## src/rtl/router_fsm_pkg.sv

```systemverilog
// Shared definitions for the 1x3 router control path.
// Holds the state encoding (3-bit binary), the reserved address code,
// the port count, and a helper that picks a per-port flag using a
// destination address. The synchronizer and the register stage import
// this package too, so every block sees the same encoding.
package router_fsm_pkg;

    localparam int          ADDR_W       = 2;
    localparam int          NUM_PORTS    = 3;
    localparam logic [1:0]  ADDR_INVALID = 2'b11;

    typedef enum logic [2:0] {
        DECODE_ADDRESS     = 3'd0,
        LOAD_FIRST_DATA    = 3'd1,
        LOAD_DATA          = 3'd2,
        FIFO_FULL_STATE    = 3'd3,
        LOAD_AFTER_FULL    = 3'd4,
        LOAD_PARITY        = 3'd5,
        CHECK_PARITY_ERROR = 3'd6,
        WAIT_TILL_EMPTY    = 3'd7
    } state_e;

    // Select one per-port flag by address. The reserved code selects no
    // port and returns 0.
    function automatic logic port_sel(input logic [NUM_PORTS-1:0] flags,
                                      input logic [ADDR_W-1:0]    addr);
        logic r;
        r = 1'b0;
        case (addr)
            2'd0:    r = flags[0];
            2'd1:    r = flags[1];
            2'd2:    r = flags[2];
            default: r = 1'b0;
        endcase
        return r;
    endfunction

endpackage

```

## src/rtl/router_fsm.sv

```systemverilog
// Packet-control FSM of the 1x3 router.
// Decodes the destination address from the header byte, sequences the
// header / payload / parity loads, and stalls the source with busy while
// the addressed FIFO is still occupied or full.
// Ports:
//   clk, rst                  clock and synchronous active-high reset
//   pkt_valid, din            source handshake and header address field
//   fifo_full                 full flag of the addressed FIFO
//   fifo_empty_0..2           per-FIFO empty flags
//   soft_reset_0..2           per-FIFO read-timeout resets
//   parity_done               register stage captured the parity byte
//   low_pkt_valid             pkt_valid dropped while the FIFO was full
//   detect_addr .. busy       Moore outputs decoded from the state register
module router_fsm
    import router_fsm_pkg::*;
(
    input  logic              clk,
    input  logic              rst,
    input  logic              pkt_valid,
    input  logic [ADDR_W-1:0] din,
    input  logic              fifo_full,
    input  logic              fifo_empty_0,
    input  logic              fifo_empty_1,
    input  logic              fifo_empty_2,
    input  logic              soft_reset_0,
    input  logic              soft_reset_1,
    input  logic              soft_reset_2,
    input  logic              parity_done,
    input  logic              low_pkt_valid,
    output logic              detect_addr,
    output logic              lfd_state,
    output logic              ld_state,
    output logic              full_state,
    output logic              laf_state,
    output logic              wr_en_reg,
    output logic              rst_int_reg,
    output logic              busy
);

    state_e              state_q, state_d;
    logic [ADDR_W-1:0]   addr_q,  addr_d;
    logic [NUM_PORTS-1:0] fifo_empty, soft_reset;

    assign fifo_empty = {fifo_empty_2, fifo_empty_1, fifo_empty_0};
    assign soft_reset = {soft_reset_2, soft_reset_1, soft_reset_0};

    always_ff @(posedge clk) begin
        if (rst) begin
            state_q <= DECODE_ADDRESS;
            addr_q  <= '0;
        end else begin
            state_q <= state_d;
            addr_q  <= addr_d;
        end
    end

    always_comb begin
        state_d = state_q;
        addr_d  = addr_q;
        // A timeout on the port we are serving abandons the packet; a
        // timeout on any other port is none of our business.
        if (state_q != DECODE_ADDRESS && port_sel(soft_reset, addr_q)) begin
            state_d = DECODE_ADDRESS;
        end else begin
            case (state_q)
                DECODE_ADDRESS: begin
                    // Headers carrying the reserved code are dropped.
                    if (pkt_valid && din != ADDR_INVALID) begin
                        addr_d  = din;
                        state_d = port_sel(fifo_empty, din) ? LOAD_FIRST_DATA
                                                            : WAIT_TILL_EMPTY;
                    end
                end
                WAIT_TILL_EMPTY: begin
                    if (port_sel(fifo_empty, addr_q))
                        state_d = LOAD_FIRST_DATA;
                end
                LOAD_FIRST_DATA: state_d = LOAD_DATA;
                LOAD_DATA: begin
                    if (fifo_full)       state_d = FIFO_FULL_STATE;
                    else if (!pkt_valid) state_d = LOAD_PARITY;
                end
                FIFO_FULL_STATE: begin
                    if (!fifo_full) state_d = LOAD_AFTER_FULL;
                end
                LOAD_AFTER_FULL: begin
                    if (parity_done)        state_d = DECODE_ADDRESS;
                    else if (low_pkt_valid) state_d = LOAD_PARITY;
                    else                    state_d = LOAD_DATA;
                end
                LOAD_PARITY: state_d = CHECK_PARITY_ERROR;
                CHECK_PARITY_ERROR: begin
                    state_d = fifo_full ? FIFO_FULL_STATE : DECODE_ADDRESS;
                end
                default: state_d = DECODE_ADDRESS;
            endcase
        end
    end

    // Outputs depend on the state register only.
    assign detect_addr = (state_q == DECODE_ADDRESS);
    assign lfd_state   = (state_q == LOAD_FIRST_DATA);
    assign ld_state    = (state_q == LOAD_DATA);
    assign full_state  = (state_q == FIFO_FULL_STATE);
    assign laf_state   = (state_q == LOAD_AFTER_FULL);
    assign rst_int_reg = (state_q == CHECK_PARITY_ERROR);
    assign wr_en_reg   = (state_q == LOAD_DATA) || (state_q == LOAD_PARITY) ||
                         (state_q == LOAD_AFTER_FULL);
    assign busy        = (state_q != DECODE_ADDRESS) && (state_q != LOAD_DATA);

endmodule

```

## config.mk

```make
export PLATFORM = sky130hd
export DESIGN_NAME = router_fsm
export DESIGN_NICKNAME = d
export VERILOG_FILES = /design/src/rtl/router_fsm_pkg.sv /design/src/rtl/router_fsm.sv
export SDC_FILE = /design/constraint.sdc
export NUM_CORES = 1
export LEC_CHECK = 0
export CORE_AREA = 2 2 39 41
export DETAILED_ROUTE_END_ITERATION = 12
export DIE_AREA = 0 0 41 43
export PLACE_DENSITY = 0.7
export SLEW_MARGIN = 5
export SYNTH_ARGS = -nofsm -noshare
export SYNTH_HDL_FRONTEND = slang
export SYNTH_SLANG_ARGS = --single-unit
```

## constraint.sdc

```tcl
create_clock -name clk -period 1.43 [get_ports clk]
set_input_delay 0.286 -clock clk [delete_from_list [all_inputs] [get_ports clk]]
set_output_delay 0.286 -clock clk [all_outputs]
set_load 0.1 [all_outputs]
```

### Yosys cells after proc, flatten, opt, wreduce, memory -nomap -nowiden

Cells that the tools add are included.

| word-level totals | value |
|---|---|
| register bits | 5 |
| output and inout port bits | 8 |
| word-level logic and storage cells | 50 |
| input port bits | 14 |

| cells by class | value |
|---|---|
| equality and inequality tests | 17 |
| reductions and logical operators | 12 |
| mux-type cells | 18 |
| bitwise operators | 1 |

Operators with widths:

| cell | number |
|---|---|
| two-way mux 3 bit | 8 |
| case mux 3 bit (8 select lines) | 1 |
| equality test 3 bit (second input constant) | 4 |
| case mux 1 bit (3 select lines) | 3 |
| equality test 3 x 2 -> 1 bit (second input constant) | 2 |
| != test 2 bit (second input constant) | 3 |
| two-way mux 1 bit | 5 |
| equality test 2 x 1 -> 1 bit (second input constant) | 2 |
| equality test 2 bit (second input constant) | 2 |
| logical NOT 2 bit | 2 |
| AND reduction 4 bit | 1 |
| equality test 3 x 1 -> 1 bit (second input constant) | 1 |
| logical AND 1 bit | 3 |
| logical NOT 3 bit | 1 |
| != test 3 x 2 -> 1 bit (second input constant) | 1 |
| != test 3 bit (second input constant) | 1 |
| AND reduction 3 bit | 1 |
| nonzero test 3 bit | 1 |
| logical OR 1 bit | 2 |
| two-way mux 2 bit | 1 |
| != test 2 x 1 -> 1 bit (second input constant) | 1 |
| OR reduction 2 bit | 1 |
| inverter 1 bit | 1 |

### Logic depth before layout (Yosys ltp)

| depth | value |
|---|---|
| depth in word-level cells | 8 |
| depth in mapped cells | 6 |
| gate-level depth less buffers | 5 |

### Worst setup path before layout

Ideal clock, no wire load.

| path | value |
|---|---|
| path kind | reg-to-output |
| from | reg state_q[0] |
| to | out lfd_state |
| buffers on the path | 1 |
| data required time | 1.144 ns |
| data arrival time | 2.848 ns |
| cell stages (with the launch flop) | 3 |
| slack | -1.704 ns |
| path through | dfxtp_1 clkbuf_1 nor3b_1 |

| between the ends | value |
|---|---|
| word-level cells in the longest chain between the ends | 1 |

Ends and longest elaborated chain:

| item | RTL line | text |
|---|---|---|
| from (decl) | router_fsm.sv:40 | `state_e state_q, state_d;` |
| from (signal assigned) | router_fsm.sv:52 | `state_q <= state_d;` |
| equality test 3 x 1 -> 1 bit | router_fsm.sv:102 | `assign lfd_state = (state_q == LOAD_FIRST_DATA);` |
| to (decl) | router_fsm.sv:31 | `output logic lfd_state,` |

No other way between the ends.

### Final worst setup path

| path | value |
|---|---|
| from | reg state_q[0] |
| to | out detect_addr |

| between the ends | value |
|---|---|
| word-level cells in the longest chain between the ends | 1 |

Ends and longest elaborated chain:

| item | RTL line | text |
|---|---|---|
| logical NOT 3 bit | router_fsm.sv:101 | `assign detect_addr = (state_q == DECODE_ADDRESS);` |
| to (decl) | router_fsm.sv:30 | `output logic detect_addr,` |

No other way between the ends.

==> results by group <==
CTS
  • CTS tree: yes
  • TritonCTS Sinks: 5
  • Clk buf depth: 2
  • Htree depth: 1
  • Clk_lat worst skew: 0.25 ns
  • Clock slew at reported path FFs: 0.05 ns
  • CTS Buf Count: 3
  • Clk root buf: clkbuf_4

Route
  • 1st-iter DRT viols: 20
  • Via Count: ~750
  • Average wire per standard cell: approximately 18 microns
  • WL final: 2326 microns
  • DRC: 0
  • Via/cell ratio: 5.890
  • DR pass1 iterations: 4
  • Detail Route Antenna Nets: 0

Outcome
  • Failing checks: negative setup slack
  • Status: finished with violations

Final layout
  • Fin area: 1187 sq um
  • Total Nets Final: 126
  • Area growth from synthesis to layout: 134.3%
  • Finished Core Util: a little under nine tenths
  • Ant diodes: 0
  • Share of cells above drive strength 1: ~52%

Synthesis
  • Mapped Nets: 78
  • Post-synth top area cell: dfxtp_1
  • Post-synth top area share: between 15 and 20%
  • Average cell area after synthesis: 7.918 sq um
  • Sequential area share after synthesis: 19.75%
  • Yosys cell types: 35
  • Post-Synthesis Cell Area: 506.7 sq um
  • Most area-consuming cells after synthesis: dfxtp_1 20%, mux2i_1 5.9%, nand3b_1 5.9%
  • Syn Inst Count: 64
  • Synth warnings: 0
  • Yosys reg bits: 5

Timing
  • Normalized max-slew margin: 80.89%
  • RSZ-0062 raised after global routing: true
  • Tcrit/Tclk final: 111.5%
  • Fmax: 0.6269 GHz
  • Worst Skew: 0.002632 ns
  • Fin crit period: 1.595 ns
  • Final Slew Violations: 0
  • Worst Max-Slew Pin Slew: 0.2854 ns
  • Final hold viol count: 0
  • Fin worst setup slack: -0.1650 ns
  • # setup viols final: 12

Global route
  • GRT Overall Usage: a little over a quarter
  • Initial antenna violation count: 0
  • Total gr overflow: 0
  • Vias in the first global route: around 690
  • Largest net degree at the start of global routing: 7
  • First-pass GRT wire length: slightly above 3000 microns

Critical path
  • Crit path buffers/inverters: 3
  • Crit path capture type: primary output
  • Kind of critical path: reg2out
  • Startpoint types: register
  • Critical path arrival: 1.31 ns
  • Crit path max-delay family: simple AND/OR/NAND/NOR gates
  • WP data required: 1.14 ns
  • Max incr delay on CP: roughly 0.4 ns
  • Maximum fanout along the worst path: 2
  • Slowest CP cell: or3_4
  • Critical path, cell by cell: or3_4, buf_6, inv_8, buf_12

Placed design
  • RD Place Congestion: just under 0.8
  • Number of port buffers: 21
  • Area after DPL: 923.4 sq um
  • HPWL after DPL: 1304 microns
  • Place WS: -0.3897 ns

Floorplan
  • Core Area: 1384 sq um
  • Site Rows: 14
  • # IOs: 22
  • Die area: ~1800 sq um
  • Chip Width: 41 microns
  • Starting Density: about 37%
  • Chip height: 43 microns

Power
  • Peak VDD IR: roughly 0.0021 V
  • Power Dens Cells: 2438 nW/um^2
  • Leak: between 0.4 and 0.5 nW

Worst hold path
  • Hold Path Class: reg2reg

Job
  • Max Cap Violations: 0
[final cells by class]
| class | instances | area [sq um] |
|---|---|---|
| timing repair buffer | 47 | 555.5 |
| multi-input combinational | 53 | 464.2 |
| fill | 78 | 196.4 |
| sequential | 5 | 106.4 |
| clock buffer | 4 | 26.28 |
| tap | 16 | 20.02 |
| inverter | 2 | 15.01 |
[power breakdown]
part / internal (W) / switching, W
registers: 0.000198 / 0.0000665
clock network: 0.000106 / 0.0000640
logic: 0.00111 / 0.00135
[cells in the mapped netlist]
library cell  n
nor3b_2       1
and3b_1       2
mux2i_1       3
a21oi_1       3
o211ai_1      2
o21ai_0       4
nand3b_1      4
and2_1        2
nor3b_1       2
nor3_2        1
or2_1         1
a31oi_1       1
o21a_1        2
nor2_1        5
inv_1         1
a21boi_1      1
o21ai_1       1
nor2b_1       3
and3_1        1
a311oi_2      1
dfxtp_1       5
nand2b_1      1
inv_2         1
o31a_1        1
clkbuf_1      2
o311a_1       1
nor3_1        1
nor3b_4       1
or3_1         2
a21o_1        1
buf_6         1
nand2_1       3
nor4bb_1      1
a21oi_2       1
buf_2         1
[kinds of logic after synthesis]
kind of cell | count (synthesis) | share of synthesized area (%)
flops | 5 | 19.75
mux | 3 | 5.926
simple gates | 31 | 41.73
compound gates | 19 | 26.42
buf+inv | 6 | 6.171
[per-stage QoR]
step / hold slack, ns / power, W / instances / setup TNS [ns]
2_1_floorplan: 0.3557 / 0.001581 / 64 / -0.5116
3_3_place_gp: 0.5396 / 0.002171 / 108 / -0.7775
3_5_place_dp: 0.5647 / 0.002208 / 108 / -1.119
4_1_cts: 0.5741 / 0.002670 / 121 / -0.8325
5_1_grt: 0.6097 / 0.002985 / 127 / -1.577
6_report: 0.5784 / 0.002895 / 127 / -1.118
[flip-flops by register name, indices dropped and copies added, names as in the netlist]
signal,flops
state_q,3
addr_q,2
[worst reg2reg max path: stages, from the launching register on]
cell and delay, ns:
dfxtp_2 0.33, or3_4 0.39, buf_4 0.15, buf_6 0.13, o21a_1 0.20, a311oi_2 0.22
[layout by cell type, fill, tap and decap left out, drive strengths merged, types with 3 or more instances in the layout]
cell            n
nand2           3
nor3b           4
clkbuf          4
clkdlybuf4s50  10
nor2b           3
a21oi           4
mux2i           3
buf            34
nand3b          4
nor2            5
o21ai           5
dfxtp           5
[path summary, 6_finish.rpt]
path                                              start                 endpoint  slack, ns  cells past startpoint
worst max register to register  state_q[0]$_SDFFE_PP0P_  state_q[2]$_SDFFE_PP0P_      -0.09                      5
worst min-delay path             addr_q[1]$_SDFFE_PP0P_   addr_q[1]$_SDFFE_PP0P_       0.58                      2
worst min register to register   addr_q[1]$_SDFFE_PP0P_   addr_q[1]$_SDFFE_PP0P_       0.58                      2
worst max-delay path            state_q[0]$_SDFFE_PP0P_              detect_addr      -0.17                      4
[repair_timing]
action,in CTS,in global routing
gates cloned,0,0
gates resized for setup,19,10
endpoints found under the setup margin,10,12
hold buffers,0,0
buffers inserted,9,6
pin swaps,12,8
[layer usage]
layer	wire length, microns	vias to the layer above	GRT usage [%]
li1	-	330	-
met1	866	361	31.61
met2	1230	41	43.44
met3	127	16	4.712
met4	102	0	12.67
met5	0	-	0
(Power assumes the default switching activity.)
